`config.mk`:
```
export PLATFORM = sky130hd
export DESIGN_NAME = rob_commit_flat
export DESIGN_NICKNAME = d
export VERILOG_FILES = /design/src/rtl/rob_commit_if.sv /design/src/rtl/rob_commit.sv /design/src/flat_wrapper.sv
export SDC_FILE = /design/constraint.sdc
export NUM_CORES = 1
export LEC_CHECK = 0
export BUFFER_PORTS_ARGS = -buffer_cell sky130_fd_sc_hd__buf_2
export CORE_ASPECT_RATIO = 1.2
export CORE_MARGIN = 3
export CORE_UTILIZATION = 57
export DETAILED_ROUTE_END_ITERATION = 16
export PLACE_DENSITY = 0.9
export SYNTH_ARGS = -nofsm -noshare
export SYNTH_HDL_FRONTEND = slang
export SYNTH_SLANG_ARGS = --single-unit
```
`constraint.sdc`:
```
create_clock -name clk -period 5.8 [get_ports clk]
set_clock_uncertainty 0.1 [all_clocks]
set_input_delay 1.16 -clock clk [delete_from_list [all_inputs] [get_ports clk]]
set_output_delay 1.16 -clock clk [all_outputs]
set_load 0.05 [all_outputs]
```
`src/rtl/rob_commit_if.sv`:
```
// ROB-reader / retirement bus between the ROB+rename side (master) and rob_commit (slave).
// COMMIT_TRACE_EN adds the per-lane difftest trace outputs.
interface rob_commit_if #(
    parameter int COMMIT_WIDTH = 2,
    parameter int ROB_DEPTH    = 32,
    parameter int PREG_W       = 6,
    parameter int PTR_W        = $clog2(ROB_DEPTH) + 1
);
    logic [PTR_W-1:0]               rob_tail_i;
    logic [PTR_W-1:0]               rob_head_o;
    logic [COMMIT_WIDTH-1:0]        rob_complete_i;
    logic [COMMIT_WIDTH-1:0]        rob_wen_i;
    logic [COMMIT_WIDTH*5-1:0]      rob_creg_i;
    logic [COMMIT_WIDTH*PREG_W-1:0] rob_preg_i;
    logic [COMMIT_WIDTH-1:0]        rob_mispred_i;
    logic [COMMIT_WIDTH*64-1:0]     rob_target_i;
    logic [COMMIT_WIDTH*64-1:0]     rob_pc_i;
    logic [COMMIT_WIDTH-1:0]        retire_valid_o;
    logic [COMMIT_WIDTH-1:0]        free_valid_o;
    logic [COMMIT_WIDTH*PREG_W-1:0] free_preg_o;
    logic [COMMIT_WIDTH-1:0]        restore_valid_o;
    logic [COMMIT_WIDTH*5-1:0]      restore_creg_o;
    logic [COMMIT_WIDTH*PREG_W-1:0] restore_preg_o;
    logic                           flush_o;
    logic [63:0]                    redirect_pc_o;
    logic                           stall_o;
`ifdef COMMIT_TRACE_EN
    logic [COMMIT_WIDTH-1:0]            trace_valid_o;
    logic [COMMIT_WIDTH*64-1:0]         trace_pc_o;
    logic [COMMIT_WIDTH*(5+PREG_W)-1:0] trace_wdst_o;

    modport master (
        output rob_tail_i, rob_complete_i, rob_wen_i, rob_creg_i, rob_preg_i,
               rob_mispred_i, rob_target_i, rob_pc_i,
        input  rob_head_o, retire_valid_o, free_valid_o, free_preg_o, restore_valid_o,
               restore_creg_o, restore_preg_o, flush_o, redirect_pc_o, stall_o,
               trace_valid_o, trace_pc_o, trace_wdst_o
    );
    modport slave (
        input  rob_tail_i, rob_complete_i, rob_wen_i, rob_creg_i, rob_preg_i,
               rob_mispred_i, rob_target_i, rob_pc_i,
        output rob_head_o, retire_valid_o, free_valid_o, free_preg_o, restore_valid_o,
               restore_creg_o, restore_preg_o, flush_o, redirect_pc_o, stall_o,
               trace_valid_o, trace_pc_o, trace_wdst_o
    );
`else
    modport master (
        output rob_tail_i, rob_complete_i, rob_wen_i, rob_creg_i, rob_preg_i,
               rob_mispred_i, rob_target_i, rob_pc_i,
        input  rob_head_o, retire_valid_o, free_valid_o, free_preg_o, restore_valid_o,
               restore_creg_o, restore_preg_o, flush_o, redirect_pc_o, stall_o
    );
    modport slave (
        input  rob_tail_i, rob_complete_i, rob_wen_i, rob_creg_i, rob_preg_i,
               rob_mispred_i, rob_target_i, rob_pc_i,
        output rob_head_o, retire_valid_o, free_valid_o, free_preg_o, restore_valid_o,
               restore_creg_o, restore_preg_o, flush_o, redirect_pc_o, stall_o
    );
`endif
endinterface

```
`src/rtl/rob_commit.sv`:
```
// In-order ROB retirement: keeps the architectural RAT, frees superseded pregs, flushes on
// a retiring mispredict and replays the RAT into rename. Optional macro: COMMIT_TRACE_EN.
module rob_commit #(
    parameter int COMMIT_WIDTH = 2,
    parameter int ROB_DEPTH    = 32,
    parameter int PREG_W       = 6,
    parameter int CREG_NUM     = 32,
    parameter int PTR_W        = $clog2(ROB_DEPTH) + 1
) (
    input  logic         clk,
    input  logic         resetn,
    rob_commit_if.slave  bus
);
    localparam int IDX_W = $clog2(CREG_NUM);
    localparam int CNT_W = $clog2(COMMIT_WIDTH + 1);
    localparam logic [IDX_W-1:0] IDX_LAST = IDX_W'(CREG_NUM - COMMIT_WIDTH);

    typedef enum logic [1:0] {ST_RUN = 2'd0, ST_FLUSH = 2'd1, ST_RESTORE = 2'd2} state_t;

    state_t                         state_r, state_next_s;
    logic [PTR_W-1:0]               head_r, head_next_s, occ_s;
    logic [IDX_W-1:0]               idx_r, idx_next_s;
    logic [PREG_W-1:0]              arch_rat_r [CREG_NUM];
    logic [PREG_W-1:0]              rat_next_s [CREG_NUM];
    logic [COMMIT_WIDTH-1:0]        elig_s, free_valid_s, restore_valid_s;
    logic [CNT_W-1:0]               retire_cnt_s;
    logic [COMMIT_WIDTH*PREG_W-1:0] free_preg_s, restore_preg_s;
    logic [COMMIT_WIDTH*5-1:0]      restore_creg_s;
    logic                           mispred_hit_s;
    logic [63:0]                    target_s;

    logic [COMMIT_WIDTH-1:0]        retire_valid_r, free_valid_r, restore_valid_r;
    logic [COMMIT_WIDTH*PREG_W-1:0] free_preg_r, restore_preg_r;
    logic [COMMIT_WIDTH*5-1:0]      restore_creg_r;
    logic                           flush_r, stall_r;
    logic [63:0]                    redirect_pc_r;

    // Lane eligibility and in-order RAT update; a younger lane sees the older lane's write.
    always_comb begin : retire_comb
        logic       blocked;
        logic       lane_ok;
        logic [4:0] creg;
        occ_s         = bus.rob_tail_i - head_r;
        blocked       = (state_r != ST_RUN);
        elig_s        = '0;
        retire_cnt_s  = '0;
        free_valid_s  = '0;
        free_preg_s   = '0;
        rat_next_s    = arch_rat_r;
        mispred_hit_s = 1'b0;
        target_s      = redirect_pc_r;
        for (int i = 0; i < COMMIT_WIDTH; i++) begin
            creg         = bus.rob_creg_i[i*5 +: 5];
            lane_ok      = !blocked && (PTR_W'(i) < occ_s) && bus.rob_complete_i[i];
            elig_s[i]    = lane_ok;
            retire_cnt_s = retire_cnt_s + CNT_W'(lane_ok);
            if (lane_ok && bus.rob_wen_i[i] && (creg != 5'd0)) begin
                free_valid_s[i]                   = 1'b1;
                free_preg_s[i*PREG_W +: PREG_W]   = rat_next_s[creg];
                rat_next_s[creg]                  = bus.rob_preg_i[i*PREG_W +: PREG_W];
            end else begin
                free_valid_s[i] = 1'b0;
            end
            if (lane_ok && bus.rob_mispred_i[i]) begin
                mispred_hit_s = 1'b1;
                target_s      = bus.rob_target_i[i*64 +: 64];
            end else begin
                mispred_hit_s = mispred_hit_s;
            end
            blocked = blocked || !lane_ok || bus.rob_mispred_i[i];
        end
    end

    // Next-state, head and restore-index selection.
    always_comb begin
        state_next_s = state_r;
        head_next_s  = head_r;
        idx_next_s   = idx_r;
        case (state_r)
            ST_RUN: begin
                head_next_s  = head_r + PTR_W'(retire_cnt_s);
                state_next_s = mispred_hit_s ? ST_FLUSH : ST_RUN;
            end
            ST_FLUSH: begin
                head_next_s  = '0;
                idx_next_s   = '0;
                state_next_s = ST_RESTORE;
            end
            ST_RESTORE: begin
                if (idx_r == IDX_LAST) begin
                    state_next_s = ST_RUN;
                end else begin
                    idx_next_s = idx_r + IDX_W'(COMMIT_WIDTH);
                end
            end
            default: state_next_s = ST_RUN;
        endcase
    end

    // Restore group presented during the upcoming RESTORE cycle.
    always_comb begin
        logic [IDX_W-1:0] ridx;
        restore_valid_s = (state_next_s == ST_RESTORE) ? '1 : '0;
        restore_creg_s  = '0;
        restore_preg_s  = '0;
        for (int i = 0; i < COMMIT_WIDTH; i++) begin
            ridx                               = idx_next_s + IDX_W'(i);
            restore_creg_s[i*5 +: 5]           = 5'(ridx);
            restore_preg_s[i*PREG_W +: PREG_W] = arch_rat_r[ridx];
        end
    end

    // State, architectural RAT and registered outputs.
    always_ff @(posedge clk or negedge resetn) begin
        if (!resetn) begin
            state_r         <= ST_RUN;
            head_r          <= '0;
            idx_r           <= '0;
            retire_valid_r  <= '0;
            free_valid_r    <= '0;
            free_preg_r     <= '0;
            restore_valid_r <= '0;
            restore_creg_r  <= '0;
            restore_preg_r  <= '0;
            flush_r         <= 1'b0;
            stall_r         <= 1'b0;
            redirect_pc_r   <= 64'd0;
            for (int r = 0; r < CREG_NUM; r++) begin
                arch_rat_r[r] <= PREG_W'(r);
            end
        end else begin
            state_r         <= state_next_s;
            head_r          <= head_next_s;
            idx_r           <= idx_next_s;
            retire_valid_r  <= elig_s;
            free_valid_r    <= free_valid_s;
            free_preg_r     <= free_preg_s;
            restore_valid_r <= restore_valid_s;
            restore_creg_r  <= restore_creg_s;
            restore_preg_r  <= restore_preg_s;
            flush_r         <= (state_next_s == ST_FLUSH);
            stall_r         <= (state_next_s != ST_RUN);
            redirect_pc_r   <= target_s;
            arch_rat_r      <= rat_next_s;
        end
    end

    assign bus.rob_head_o      = head_r;
    assign bus.retire_valid_o  = retire_valid_r;
    assign bus.free_valid_o    = free_valid_r;
    assign bus.free_preg_o     = free_preg_r;
    assign bus.restore_valid_o = restore_valid_r;
    assign bus.restore_creg_o  = restore_creg_r;
    assign bus.restore_preg_o  = restore_preg_r;
    assign bus.flush_o         = flush_r;
    assign bus.redirect_pc_o   = redirect_pc_r;
    assign bus.stall_o         = stall_r;

`ifdef COMMIT_TRACE_EN
    logic [COMMIT_WIDTH-1:0]            trace_valid_r;
    logic [COMMIT_WIDTH*64-1:0]         trace_pc_r;
    logic [COMMIT_WIDTH*(5+PREG_W)-1:0] trace_wdst_r;

    // Difftest trace captured on the same edge as retire_valid.
    always_ff @(posedge clk or negedge resetn) begin
        if (!resetn) begin
            trace_valid_r <= '0;
            trace_pc_r    <= '0;
            trace_wdst_r  <= '0;
        end else begin
            trace_valid_r <= elig_s;
            for (int i = 0; i < COMMIT_WIDTH; i++) begin
                trace_pc_r[i*64 +: 64] <= elig_s[i] ? bus.rob_pc_i[i*64 +: 64] : 64'd0;
                trace_wdst_r[i*(5+PREG_W) +: (5+PREG_W)] <= elig_s[i] ?
                    {bus.rob_creg_i[i*5 +: 5], bus.rob_preg_i[i*PREG_W +: PREG_W]} : '0;
            end
        end
    end

    assign bus.trace_valid_o = trace_valid_r;
    assign bus.trace_pc_o    = trace_pc_r;
    assign bus.trace_wdst_o  = trace_wdst_r;
`endif
endmodule

```
`src/flat_wrapper.sv`:
```
// flat-port wrapper written by rule: the top's interface ports become plain ports
module rob_commit_flat 
#(
    parameter int COMMIT_WIDTH = 2,
    parameter int ROB_DEPTH    = 32,
    parameter int PREG_W       = 6,
    parameter int CREG_NUM     = 32,
    parameter int PTR_W        = $clog2(ROB_DEPTH) + 1
)
  (clk, resetn, bus_rob_tail_i, bus_rob_complete_i, bus_rob_wen_i, bus_rob_creg_i, bus_rob_preg_i, bus_rob_mispred_i, bus_rob_target_i, bus_rob_pc_i, bus_rob_head_o, bus_retire_valid_o, bus_free_valid_o, bus_free_preg_o, bus_restore_valid_o, bus_restore_creg_o, bus_restore_preg_o, bus_flush_o, bus_redirect_pc_o, bus_stall_o);
  rob_commit_if #(.COMMIT_WIDTH(COMMIT_WIDTH), .ROB_DEPTH(ROB_DEPTH), .PREG_W(PREG_W), .PTR_W(PTR_W)) bus_i ();
  input  logic clk;
  input  logic resetn;
  input wire logic [$bits(bus_i.rob_tail_i)-1:0] bus_rob_tail_i;
  input wire logic [$bits(bus_i.rob_complete_i)-1:0] bus_rob_complete_i;
  input wire logic [$bits(bus_i.rob_wen_i)-1:0] bus_rob_wen_i;
  input wire logic [$bits(bus_i.rob_creg_i)-1:0] bus_rob_creg_i;
  input wire logic [$bits(bus_i.rob_preg_i)-1:0] bus_rob_preg_i;
  input wire logic [$bits(bus_i.rob_mispred_i)-1:0] bus_rob_mispred_i;
  input wire logic [$bits(bus_i.rob_target_i)-1:0] bus_rob_target_i;
  input wire logic [$bits(bus_i.rob_pc_i)-1:0] bus_rob_pc_i;
  output wire logic [$bits(bus_i.rob_head_o)-1:0] bus_rob_head_o;
  output wire logic [$bits(bus_i.retire_valid_o)-1:0] bus_retire_valid_o;
  output wire logic [$bits(bus_i.free_valid_o)-1:0] bus_free_valid_o;
  output wire logic [$bits(bus_i.free_preg_o)-1:0] bus_free_preg_o;
  output wire logic [$bits(bus_i.restore_valid_o)-1:0] bus_restore_valid_o;
  output wire logic [$bits(bus_i.restore_creg_o)-1:0] bus_restore_creg_o;
  output wire logic [$bits(bus_i.restore_preg_o)-1:0] bus_restore_preg_o;
  output wire logic [$bits(bus_i.flush_o)-1:0] bus_flush_o;
  output wire logic [$bits(bus_i.redirect_pc_o)-1:0] bus_redirect_pc_o;
  output wire logic [$bits(bus_i.stall_o)-1:0] bus_stall_o;
  assign bus_i.rob_tail_i = bus_rob_tail_i;
  assign bus_i.rob_complete_i = bus_rob_complete_i;
  assign bus_i.rob_wen_i = bus_rob_wen_i;
  assign bus_i.rob_creg_i = bus_rob_creg_i;
  assign bus_i.rob_preg_i = bus_rob_preg_i;
  assign bus_i.rob_mispred_i = bus_rob_mispred_i;
  assign bus_i.rob_target_i = bus_rob_target_i;
  assign bus_i.rob_pc_i = bus_rob_pc_i;
  assign bus_rob_head_o = bus_i.rob_head_o;
  assign bus_retire_valid_o = bus_i.retire_valid_o;
  assign bus_free_valid_o = bus_i.free_valid_o;
  assign bus_free_preg_o = bus_i.free_preg_o;
  assign bus_restore_valid_o = bus_i.restore_valid_o;
  assign bus_restore_creg_o = bus_i.restore_creg_o;
  assign bus_restore_preg_o = bus_i.restore_preg_o;
  assign bus_flush_o = bus_i.flush_o;
  assign bus_redirect_pc_o = bus_i.redirect_pc_o;
  assign bus_stall_o = bus_i.stall_o;
  rob_commit #(.COMMIT_WIDTH(COMMIT_WIDTH), .ROB_DEPTH(ROB_DEPTH), .PREG_W(PREG_W), .CREG_NUM(CREG_NUM), .PTR_W(PTR_W)) u_core (.clk(clk), .resetn(resetn), .bus(bus_i));
endmodule
```
# Word-level counts from Yosys, hierarchy flattened
# Index checks and enable logic that the tools add are counted.
[totals]
ff_bits = 311
inputBits = 292
output_inout_bits = 112
[classes]
n_addsub = 5
n_lt_le_gt_ge = 8
n_eq_ne = 5
n_mux = 35
bitwise = 4
reduce_logical = 24
[op_table]
columns = ["op", "n"]
rows = [
  ["$bwmux 192", 2],
  ["$mux 192", 2],
  ["$mux 64", 2],
  ["$bmux 6 s5", 4],
  ["$mux 6", 12],
  ["$demux 6 s5", 2],
  ["$ge 6x6->1 const B", 4],
  ["$not 5->6", 4],
  ["$logic_and 1x1->1", 12],
  ["$lt 1x6->1 const A", 2],
  ["$lt 6x1->1 const B", 2],
  ["$pmux 6 s2", 1],
  ["$pmux 5 s2", 1],
  ["$reduce_bool 5->1", 2],
  ["$reduce_bool 2->1", 4],
  ["$add 6x2->6", 1],
  ["$pmux 2 s3", 1],
  ["$sub 6x6->6", 1],
  ["$add 5x1->5 const B", 1],
  ["$add 5x2->5 const B", 1],
  ["$eq 5x5->1 const B", 1],
  ["$mux 1", 5],
  ["$mux 5", 1],
  ["$eq 2x1->1 const B", 2],
  ["6 further kinds", 11],
]

# Depth between registers and ports, before layout
[logic_depth]
depth_word = 16
ltp_mapped = 15
mapped_depth_nobuf = 13

# Worst setup path before layout
# Ideal clock, no wire load.
[synth_timing]
path_type = "register -> register"
start = "register u_core.idx_r[1]"
end = "register u_core.restore_preg_r[11], in the netlist u_core.bus.restore_preg_o[11]"
setup_ns = 0.125
arrival_time_ns = 3.966
t_required_ns = 5.575
path_slack_ns = 1.609
stages_incl_launch_ff = 14
n_path_buf = 4
cell_sequence = "dfrtp_1 nand4_1 nand2b_1 a21oi_1 a21o_1 buf_1 buf_2 ha_1 xor2_1 buf_2 buf_2 mux4_2 mux4_2 mux2_2"
[synth_between]
elab_chain_cells = 8
[synth_rtl]
columns = ["item", "line_no", "text"]
rows = [
  ["start: declaration", "rob_commit.sv:22", "logic [IDX_W-1:0] idx_r, idx_next_s;"],
  ["start signal: assignment", "rob_commit.sv:134", "idx_r <= idx_next_s;"],
  ["$add 5x2->5 / $eq 5x5->1 (equally long branches)", "rob_commit.sv:93, rob_commit.sv:90", ""],
  ["$mux 5", "rob_commit.sv:90", "if (idx_r == IDX_LAST) begin"],
  ["$pmux 5 s2 (*)", "rob_commit.sv:79", "case (state_r)"],
  ["net u_core.idx_next_s[1]", "rob_commit.sv:22", ""],
  ["$add 5x1->5 (*)", "rob_commit.sv:107", "ridx = idx_next_s + IDX_W'(i);"],
  ["$not 5->6 (not written as such) (*)", "rob_commit.sv:109", "restore_preg_s[i*PREG_W +: PREG_W] = arch_rat_r[ridx];"],
  ["$bmux 6 s5 (*)", "rob_commit.sv:109", ""],
  ["$mux 6 (not written as such) (*) (2 in a row)", "rob_commit.sv:109", ""],
  ["net u_core.restore_preg_s[11]", "rob_commit.sv:27", "logic [COMMIT_WIDTH*PREG_W-1:0] free_preg_s, restore_preg_s;"],
  ["end signal: assignment", "rob_commit.sv:140", "restore_preg_r <= restore_preg_s;"],
  ["end: declaration", "rob_commit.sv:33", "logic [COMMIT_WIDTH*PREG_W-1:0] free_preg_r, restore_preg_r;"],
]
# The timed path passes the listed nets; every way through them passes the cells marked *. The select of a mux whose other input is x is not followed.
# A chain may end at the register's enable or synchronous reset.

# Final worst setup path
[layout_timing]
start = "input port bus_rob_tail_i[0]"
end = "register u_core.free_preg_r[8], in the netlist u_core.bus.free_preg_o[8]"
[layout_between]
elab_chain_cells = 13
[layout_rtl]
columns = ["item", "line_no", "text"]
rows = [
  ["start: declaration", "flat_wrapper.sv:14", "input wire logic [$bits(bus_i.rob_tail_i)-1:0] bus_rob_tail_i;"],
  ["$sub 6x6->6 (*)", "rob_commit.sv:43", "occ_s = bus.rob_tail_i - head_r;"],
  ["parallel branches: the longest is 11 deep, another holds $lt 1x6->1", "-", ""],
  ["$mux 6 (*)", "rob_commit.sv:57", "if (lane_ok && bus.rob_wen_i[i] && (creg != 5'd0)) begin"],
  ["net u_core.free_preg_s[8]", "rob_commit.sv:27", ""],
  ["end signal: assignment", "rob_commit.sv:137", "free_preg_r <= free_preg_s;"],
  ["end: declaration", "rob_commit.sv:33", ""],
]
# Mark *: on every way through the listed nets, which the timed path passes. The select of a mux whose other input is x is not followed.

==> results.json <==
{
  "yosys_warnings": 0,
  "drt-total-wl_um": 101000,
  "layout-drive-gt1-share_pct": 33.4,
  "p_sw_mw": 4.18,
  "drtIter0Drc": 3479,
  "dpl_cell_area_mm2": 0.0232,
  "reg2regPathDepth": 12,
  "maxSlewHeadroom_pct": 12.3,
  "grt_max_degree": 119,
  "gr-total-overflow": 0,
  "postCtsSetupBuffers": 0,
  "r2r_end": "u_core.bus.free_preg_o[8]",
  "design_area_mm2": 0.0244,
  "start_util_pct": 58.2,
  "routedWlPerCell_um": 36.0,
  "tightest_slew_ns": 1.30,
  "fin_ws_ns": 0.917,
  "syn-cell-area_mm2": 0.0211,
  "syn_inst": 2082,
  "grt_pass1_vias": 20100,
  "grt_use_total_pct": 50.1,
  "p_leak_nw": 10.9,
  "drc": 0,
  "required_ns": 6.16,
  "rsz0062_at_grt": "false",
  "hold_viol_final": 0,
  "synth-edff-count": 0,
  "hp-class": "reg -> reg",
  "fmax_mhz": 205,
  "clockRootBuffer": "clkbuf_16",
  "grt_pass1_wl_um": 142000,
  "cts_tree": "built",
  "synthTopCellsByCount": "nand2_1 (231), dfrtp_1 (225), nor2_1 (213), a21oi_1 (201), mux4_2 (164)",
  "ir_drop_mv": 0.303,
  "preCtsSetupSlack_ns": 0.521,
  "fillers": 2826,
  "path_clk_slew_ns": 0.06,
  "p_int_mw": 5.40,
  "setup_viol": 0,
  "cap_violations": 0,
  "dp.cells": 2737,
  "start_kind": "primary input",
  "ys_ff_latch": 305,
  "crit_path_max_fanout": 13,
  "min_period_ns": 4.88,
  "final_core_util_pct": 67.4,
  "dieArea_mm2": 0.0393,
  "clkPwrFrac_pct": 25.7,
  "place_congestion": 1.20,
  "ys_types": 92,
  "finalCritPeriodShare_pct": 84.2,
  "dpl.hpwl_um": 73400,
  "setup.reg_to_reg.worst_slack_ns": 1.18,
  "synth_top_area_share_pct": 26.7,
  "slew_viol_final": 0,
  "ctsHoldBuffers": 0,
  "crit_type": "in -> reg",
  "pin_count": 404,
  "synth_most_common_cell": "nand2_1",
  "insertion_delay_ns": 0.55,
  "async_flop_share_pct": 100,
  "synth.largest_area_cell": "dfrtp_1",
  "die_w_um": 182,
  "p_per_area_mw_per_mm2": 392,
  "syn_to_final_growth_pct": 15.9,
  "clkSinkCount": 305,
  "ctsResizeCount": 0,
  "status": "finished clean",
  "io_buffers": 275,
  "antenna_found_initial": 11,
  "syn_area_per_cell_um2": 10.1,
  "ys_seq_area_share_pct": 36.7,
  "share_comb_of_total_power_pct": 39.9,
  "cp.arrival_ns": 5.25,
  "dr.pass1.iters": 8,
  "crit_end": "u_core.bus.free_preg_o[8]",
  "synth_flop_cell": "dfrtp_1",
  "seqPwrFrac_pct": 34.4,
  "r2r_start": "u_core.bus.rob_head_o[0]",
  "cp-end-kind": "register",
  "synth_nets": 2388,
  "avgViaCountPerCell": 7.59,
  "p_sw_share_pct": 43.7,
  "fin_nets": 2612,
  "cts_max_level": 2,
  "ys_top_cells_by_area": "dfrtp_1 (27%), mux4_2 (18%), dfstp_2 (10%), mux2i_1 (6.7%), a21oi_1 (4.8%)",
  "final_cells": 2810,
  "drtAntennaViolNets": 0,
  "dr_total_vias": 21300,
  "core_area_mm2": 0.0362,
  "startpoint": "bus_rob_tail_i[0]",
  "tns_ns": 0,
  "num_rows": 76,
  "cts_buffer_depth": 3,
  "cts_buffers": 35,
  "die_h_um": 217
}
==> worst max-delay path: stages <==
cell and delay (ns):
buf_2 0.09, inv_1 0.04, ha_1 0.19, fa_1 0.41
nand2b_1 0.18, a21o_1 0.18, o2111a_2 0.33, a41oi_4 0.78
nand2_1 0.21, buf_4 0.22, mux2i_1 0.13, a2111oi_0 0.65
o2111ai_1 0.32, and4b_1 0.34
==> power by group through the flow <==
stage	Combinational (mW)	Sequential (mW)	Clock [mW]
2_1_floorplan	1.63	4.00	0
3_5_place_dp	3.69	3.27	0
6_report	3.82	3.30	2.46
5_1_grt	3.93	3.31	2.52
3_3_place_gp	3.63	3.23	0
4_1_cts	3.71	3.24	2.44
==> worst min path at each step <==
| stage | to | depth (start not counted) | slack [ns] | start |
|---|---|---|---|---|
| global placement | u_core.arch_rat_r[187] | 0 | 0.30 | u_core.arch_rat_r[187] |
| global route | u_core.arch_rat_r[189] | 0 | 0.34 | u_core.arch_rat_r[189] |
| floorplan | u_core.arch_rat_r[191] | 1 | 0.36 | u_core.arch_rat_r[191] |
| detailed placement | u_core.arch_rat_r[189] | 0 | 0.31 | u_core.arch_rat_r[189] |
| CTS | u_core.arch_rat_r[189] | 0 | 0.32 | u_core.arch_rat_r[189] |
| finish | u_core.arch_rat_r[187] | 0 | 0.33 | u_core.arch_rat_r[187] |
==> per-stage QoR <==
stage          hold slack, ns  total power [mW]
6_report                0.327              9.58
5_1_grt                 0.336              9.76
4_1_cts                 0.321              9.38
3_5_place_dp            0.305              6.96
3_3_place_gp            0.303              6.86
2_1_floorplan           0.357              5.63
==> metal layers <==
layer	vias to the layer above	global-route usage (%)	wire length, um
li1	8337	-	-
met1	10300	59.9	32600
met2	2137	71.5	41600
met3	552	22.1	16700
met4	8	36.5	10200
met5	-	1.75	113
==> sequential cells by signal, indices dropped and copies added, names as in the netlist, 4 cells and up <==
signal / count
u_core.bus.redirect_pc_o: 64
u_core.bus.restore_creg_o: 6
u_core.arch_rat_r: 192
u_core.bus.restore_preg_o: 12
u_core.idx_r: 4
u_core.bus.rob_head_o: 6
u_core.bus.free_preg_o: 12
==> cells in the final DEF (no fill, tap or decap), drive strengths merged, types with 7 or more instances in the layout <==
cell / netlist / routed
a311oi: 8 / 8
a211oi: 18 / 18
nor2: 221 / 221
nor4: 11 / 11
buf: 65 / 380
o211ai: 16 / 16
o21ai: 58 / 58
a21oi: 202 / 202
a22oi: 78 / 78
o22ai: 10 / 10
o211a: 7 / 7
a2111oi: 7 / 7
nor3: 45 / 45
nand4: 16 / 16
or3: 12 / 12
ha: 12 / 12
a31oi: 24 / 24
o2111ai: 10 / 10
and2: 15 / 15
mux4: 164 / 164
mux2i: 140 / 140
a221oi: 14 / 14
dfrtp: 225 / 225
a21boi: 9 / 9
and3: 8 / 8
a311o: 8 / 8
diode: 0 / 10
nand3: 48 / 48
o31ai: 12 / 12
clkbuf: 128 / 50
inv: 34 / 36
mux2: 42 / 42
xnor2: 7 / 7
o221ai: 7 / 7
nand2: 238 / 238
dfstp: 80 / 80
==> final cells by class <==
class | instances | area [um^2] | share of cell area [%]
multi-input cells | 1549 | 12500 | 51.0
inverters | 35 | 131 | 0.538
repair buffers | 380 | 2250 | 9.22
diodes | 10 | 25.0 | 0.102
well taps | 468 | 586 | 2.40
clock buffers | 50 | 1040 | 4.28
clock inverters | 13 | 201 | 0.825
flip-flops and latches | 305 | 7730 | 31.7
==> logic make-up (layout without fill, tap and decap cells) <==
family          count (synthesis)  count (layout)  share of synthesized area (%)
xor+xnor                       11              11                          0.493
simple gates                  643             643                           13.9
buf+inv                       228             478                           4.51
flops                         305             305                           36.7
fa+ha+maj                      14              14                          0.903
compound gates                535             535                           17.0
mux                           346             346                           26.4
other cells                     0              10                              0
(Power assumes the default switching activity.)
